==> config.mk <==
export PLATFORM = sky130hd
export DESIGN_NAME = mem_port_arbiter
export DESIGN_NICKNAME = d
export VERILOG_FILES = /design/src/rtl/mem_port_arbiter.sv
export SDC_FILE = /design/constraint.sdc
export NUM_CORES = 1
export LEC_CHECK = 0
export CAP_MARGIN = 20
export CORE_UTILIZATION = 25
export DETAILED_ROUTE_END_ITERATION = 10
export PLACE_DENSITY = 0.64
export SKIP_LAST_GASP = 1
export SYNTH_ARGS = -nofsm -noshare
export SYNTH_HDL_FRONTEND = slang
export SYNTH_SLANG_ARGS = --single-unit
==> constraint.sdc <==
create_clock -name clk -period 4 [get_ports clk]
set_clock_uncertainty 0.15 [all_clocks]
set_input_delay 0.8 -clock clk [delete_from_list [all_inputs] [get_ports clk]]
set_output_delay 0.8 -clock clk [all_outputs]
set_load 0.02 [all_outputs]
==> src/rtl/mem_port_arbiter.sv <==
// mem_port_arbiter
//   Shares one single-port memory between instruction fetch (I) and data
//   (D, ldm/stm) requesters. One transaction at a time: IDLE picks an owner,
//   ISSUE strobes the memory, WAIT counts out the read latency, DONE raises a
//   registered done pulse (visible the cycle after DONE, while already IDLE).
//   D wins over I. Write latency req->done is 3 cycles; read is MEM_LAT+3.
//
//   Optional build macro MEM_ARB_FAIR_EN: after MAX_STREAK consecutive D grants
//   made while I was waiting, the next grant goes to I.
//
// Ports
//   clk, rst                     clock, async active-high reset
//   i_req/i_addr                 fetch request (held until i_done)
//   i_done/i_rdata/i_stall       fetch done pulse, word, stall = i_req & ~i_done
//   d_req/d_we/d_addr/d_wdata    data request (held until d_done)
//   d_done/d_rdata/d_stall       data done pulse, load word, stall = d_req & ~d_done
//   mem_en/mem_we/mem_addr/mem_wdata  memory strobe and request fields
//   mem_rdata                    memory read data, valid MEM_LAT cycles after mem_en
module mem_port_arbiter #(
  parameter int ADDR_W     = 32,
  parameter int DATA_W     = 32,
  parameter int MEM_LAT    = 2,
  parameter int MAX_STREAK = 4
) (
  input  logic              clk,
  input  logic              rst,
  input  logic              i_req,
  input  logic [ADDR_W-1:0] i_addr,
  output logic              i_done,
  output logic [DATA_W-1:0] i_rdata,
  output logic              i_stall,
  input  logic              d_req,
  input  logic              d_we,
  input  logic [ADDR_W-1:0] d_addr,
  input  logic [DATA_W-1:0] d_wdata,
  output logic              d_done,
  output logic [DATA_W-1:0] d_rdata,
  output logic              d_stall,
  output logic              mem_en,
  output logic              mem_we,
  output logic [ADDR_W-1:0] mem_addr,
  output logic [DATA_W-1:0] mem_wdata,
  input  logic [DATA_W-1:0] mem_rdata
);

  if (MEM_LAT < 1 || MEM_LAT > 15 || MAX_STREAK < 1) begin : g_bad_param
    $error("mem_port_arbiter: MEM_LAT must be 1..15, MAX_STREAK >= 1");
  end

  localparam int CNT_W = 4;

  typedef enum logic [1:0] {S_IDLE, S_ISSUE, S_WAIT, S_DONE} state_t;

  state_t            r_state, w_state_nxt;
  logic              r_own_d, w_own_d_nxt;   // 1: D owns the transaction
  logic [CNT_W-1:0]  r_cnt, w_cnt_nxt;
  logic              r_i_done, r_d_done;
  logic [DATA_W-1:0] r_i_rdata, r_d_rdata;
  logic              w_grant, w_grant_d, w_force_i, w_capture;

  assign w_grant   = (r_state == S_IDLE) && (i_req || d_req);
  // w_force_i can only be set while i_req=1, so I is always there to take it
  assign w_grant_d = d_req && !w_force_i;

`ifdef MEM_ARB_FAIR_EN
  localparam int STREAK_W = ($clog2(MAX_STREAK + 1) > 3) ? $clog2(MAX_STREAK + 1) : 3;
  logic [STREAK_W-1:0] r_streak;

  assign w_force_i = i_req && (r_streak == STREAK_W'(MAX_STREAK));

  // Only D grants that actually made I wait count toward the streak
  always_ff @(posedge clk or posedge rst) begin
    if (rst) begin
      r_streak <= '0;
    end else if (w_grant) begin
      if (!w_grant_d)                    r_streak <= '0;
      else if (i_req && r_streak != '1) r_streak <= r_streak + STREAK_W'(1);
    end
  end
`else
  assign w_force_i = 1'b0;
`endif

  always_comb begin
    w_state_nxt = r_state;
    w_own_d_nxt = r_own_d;
    w_cnt_nxt   = r_cnt;
    w_capture   = 1'b0;
    case (r_state)
      S_IDLE: begin
        if (w_grant) begin
          w_own_d_nxt = w_grant_d;
          w_state_nxt = S_ISSUE;
        end
      end
      S_ISSUE: begin
        if (r_own_d && d_we) begin
          w_state_nxt = S_DONE;
        end else begin
          w_state_nxt = S_WAIT;
          w_cnt_nxt   = CNT_W'(MEM_LAT - 1);
        end
      end
      S_WAIT: begin
        if (r_cnt == '0) begin
          w_capture   = 1'b1;
          w_state_nxt = S_DONE;
        end else begin
          w_cnt_nxt = r_cnt - CNT_W'(1);
        end
      end
      S_DONE:  w_state_nxt = S_IDLE;
      default: w_state_nxt = S_IDLE;
    endcase
  end

  always_ff @(posedge clk or posedge rst) begin
    if (rst) begin
      r_state   <= S_IDLE;
      r_own_d   <= 1'b0;
      r_cnt     <= '0;
      r_i_done  <= 1'b0;
      r_d_done  <= 1'b0;
      r_i_rdata <= '0;
      r_d_rdata <= '0;
    end else begin
      r_state  <= w_state_nxt;
      r_own_d  <= w_own_d_nxt;
      r_cnt    <= w_cnt_nxt;
      r_i_done <= (r_state == S_DONE) && !r_own_d;
      r_d_done <= (r_state == S_DONE) &&  r_own_d;
      if (w_capture) begin
        if (r_own_d) r_d_rdata <= mem_rdata;
        else         r_i_rdata <= mem_rdata;
      end
    end
  end

  // Memory side is driven only in ISSUE so the bus stays quiet otherwise
  assign mem_en    = (r_state == S_ISSUE);
  assign mem_we    = mem_en && r_own_d && d_we;
  assign mem_addr  = !mem_en ? '0 : (r_own_d ? d_addr : i_addr);
  assign mem_wdata = (mem_en && r_own_d) ? d_wdata : '0;

  assign i_done  = r_i_done;
  assign d_done  = r_d_done;
  assign i_rdata = r_i_rdata;
  assign d_rdata = r_d_rdata;
  assign i_stall = i_req && !r_i_done;
  assign d_stall = d_req && !r_d_done;

endmodule

# == Word-level counts from Yosys, hierarchy flattened ==
# Cells that the tools add are included.
# Widths: inputs -> output; s select.
# word_totals
ff_bits,73
in_bits,133
word_cells,48
# classes
add_sub_neg,1
n_eq_ne,7
mux,12
n_bitwise,1
reduce_logical,20
# op_table
op,n
$mux 32,3
$logic_and 1x1->1,8
$mux 4,2
$ne 2x2->1 const B,4
$pmux 2 s4,1
$pmux 4 s2,1
$reduce_and 2->1,4
$eq 2x2->1 const B,2
$logic_not 4->1,1
$mux 2,2
$sub 4x1->4 const B,1
$logic_not 1->1,3
$mux 1,3
$reduce_and 3->1,1
$eq 2x1->1 const B,1
$logic_not 2->1,1
$reduce_bool 2->1,1
$logic_or 1x1->1,1
$not 1->1,1

# == Logic depth before layout (Yosys ltp) ==
# depth
depth_word,4
ltp_mapped,7

# == Least setup slack after synthesis ==
# OpenSTA, ideal clock, no wires.
# synth_timing
path_type,register to output
startpoint,reg r_state[1]
endpoint,out mem_addr[10]
arrival_time_ns,1.604
required_ns,3.050
setup_slack_ns,1.446
stages_incl_launch_ff,6
n_path_buf,2
path_cell_list,dfrtp_1 -> inv_1 -> ha_1 -> clkbuf_1 -> clkbuf_1 -> nor2b_1
# synth_via
elab_chain_cells,2
# synth_rtl
element,line,source
"start, declared",54,"state_t r_state, w_state_nxt;"
"start signal, assigned",127,r_state <= w_state_nxt;
$eq 2x1->1,140,assign mem_en = (r_state == S_ISSUE);
net mem_en,39,"output logic mem_en,"
$mux 32,142,assign mem_addr = !mem_en ? '0 : (r_own_d ? d_addr : i_addr);
"end, declared",41,"output logic [ADDR_W-1:0] mem_addr,"
# The timed path passes the listed nets, and every way through them passes these cells.

# == Worst setup path in the final report ==
# layout_timing
startpoint,reg r_state[1]
endpoint,out mem_we
# layout_via
elab_chain_cells,3
# layout_rtl
element,line,source
$eq 2x1->1,140,
$logic_and 1x1->1 (2 in a row),141,assign mem_we = mem_en && r_own_d && d_we;
"end, declared",40,"output logic mem_we,"
# Every way passes these cells.

==> qor.csv <==
metric,value,unit
status,"complete, no violations",
grt_max_degree,71,
p_per_area,751,mW/mm²
utilization,0.459,
routed_via_density,4.44,
slowest_delay,0.65,ns
yosys_warnings,0,
design_area,0.00696,mm²
rsz0062_at_grt,no,
syn2layout_area_growth,80.6,%
setup-tns-final,0,ns
ant_nets,0,
routabilityCongestion,0.744,
critical_path_class,flop to output pin,
initial_core_util,0.254,
path_cells,inv_1 > ha_1 > buf_4 > nand3_1 > inv_1 > clkdlybuf4s50_1,
path_clk_slew,0.06,ns
die_w,126,µm
drv_slew,0,
ios,267,
grt_pass1_vias,3605,
antenna_found_initial,0,
hold_viol,0,
rrSetupSlack,1.40,ns
grt_remaining_overflow,0,
die_h,126,µm
track_usage,0.148,
r2r-start,r_state[0],
ys_ff_latch,73,
tightestPinTransition,0.796,ns
wl_per_cell,15.2,µm
final.period_utilization,0.863,
place_area,0.00666,mm²
end_kind,output pin,
setup_viol,0,
min_path_type,flop to flop,
synth_nets,439,
reg2reg_to,d_rdata[10],
cts_repair_resize_count,0,
cts_tree,done,
reg2regPathDepth,6,
fin_nets,699,
leakage,0.00307,µW
clockBufferDepth,2,
path_max_fanout,66,
cts_max_level,3,
cts_made_buffers,9,
crit_slowest_cell,clkdlybuf4s50_1,
grt_pass1_wl,18600,µm
root_buffer,clkbuf_16,
drive_gt1_frac,0.159,
crit_family,buffers and inverters,
cts_setup_buffers,0,
start_kind,flop,
max_slew_margin,0.469,
cp.required,3.05,ns
n_antenna_cell,0,
drt_wl_total,11500,µm
io_buffers,266,
period_needed,3.45,ns
drt_iter0_drc,105,
seq_area_frac_synth,0.474,
route.detailed.drc,0,
dieArea,0.0159,mm²
hold_path_end,i_rdata[3],
cp.buffers_inverters,4,
clk_latency,0.32,ns
postCtsHoldBufs,0,
fmax,290,MHz
crit_path_frequent_cell,inv_1,
synth_cell_type_count,30,
cts.sinks,73,
cp.arrival,2.50,ns
ir_drop,0.000243,V
syn_area_per_cell,12.8,µm²
first_pass_iters,4,
core_region_area,0.0151,mm²
min_from,i_rdata[3],
netlist_area,0.00385,mm²
drv_cap,0,
row_count,45,
syn_inst,301,
p_total,5220,µW
hpwl,8670,µm
holdPathStages,1,
num_vias,3351,
metrics by stage:
stage          hold WS [ns]  setup WS (ns)  instances
2_1_floorplan         0.339           1.20        301
3_3_place_gp          0.339          0.726        738
3_5_place_dp          0.342          0.714        738
4_1_cts               0.357          0.534        754
5_1_grt               0.368          0.356        754
6_report              0.354          0.549        754
state kept, by name (all words and copies together), names as in the netlist:
signal	flops
i_rdata	32
r_state	2
i_done	1
d_rdata	32
d_done	1
r_cnt	4
r_own_d	1
logic make-up after synthesis:
group                    after synthesis  synth area share
flip-flops                            73             0.474
adder cells (fa/ha/maj)                5            0.0162
buffers and inverters                 31            0.0487
AO/OA/AOI/OAI                          9            0.0179
AND/OR/NAND/NOR                       85             0.139
multiplexers                          98             0.305
cell type report:
cell class | instances | area [µm²]
repair buffers | 271 | 2730
multi-input cells | 197 | 1840
clock inverters | 7 | 70.1
inverters | 9 | 33.8
fillers | 1369 | 8190
well taps | 188 | 235
flip-flops and latches | 73 | 1830
clock buffers | 9 | 225
metal layers:
metal,global-route usage,routed length [µm],share of wire,up-vias
met5,0,0,0,-
met4,0.0482,117,0.010,0
met3,0.0484,1020,0.089,6
met2,0.253,5720,0.50,192
met1,0.173,4640,0.40,1576
li1,-,-,-,1577
synth_stat cells (all sizes together):
cell type,n,share of area
inv,9,0.0088
a2111oi,1,0.0023
a22o,3,0.0068
and4,1,0.0023
or3b,1,0.0023
dfrtp,73,0.47
nand2,3,0.0029
o221ai,1,0.0023
o21ai,2,0.0026
nand4b,2,0.0045
and3,32,0.052
o31ai,1,0.0019
nor2,2,0.0019
or2,1,0.0016
nand2b,1,0.0016
a211oi,1,0.0019
mux2i,34,0.088
ha,5,0.016
nand3,2,0.0026
nor3,2,0.0026
and2,1,0.0016
nor2b,36,0.058
buf,10,0.028
mux2,64,0.22
clkbuf,12,0.012
nand4bb,1,0.0042
how the worst max path moves through the flow:
stage                    start      to  depth (start not counted)
finish              r_state[1]  mem_we                          6
global route        r_state[1]  mem_we                          6
floorplan                  rst  d_done                          1
global placement          d_we  mem_we                          4
CTS                 r_state[1]  mem_we                          6
detailed placement        d_we  mem_we                          4
cell usage in the layout, fill, tap and decap left out, types with 3 or more instances in the layout:
cell	n
clkinv_2	3
ha_1	5
a22o_1	3
mux2_4	30
buf_4	3
inv_1	8
mux2i_1	34
mux2_2	34
and3_1	32
clkdlybuf4s50_1	266
nor2b_1	36
dfrtp_1	72
clkbuf_16	9
nand2_1	3
power breakdown:
part / internal [µW] / total [µW] / switching [µW]
sequential: 1110 / 1310 / 202
combinational: 1660 / 3120 / 1460
clock: 482 / 788 / 306
total: 3260 / 5220 / 1970
Power figures use the tool's default switching activity.
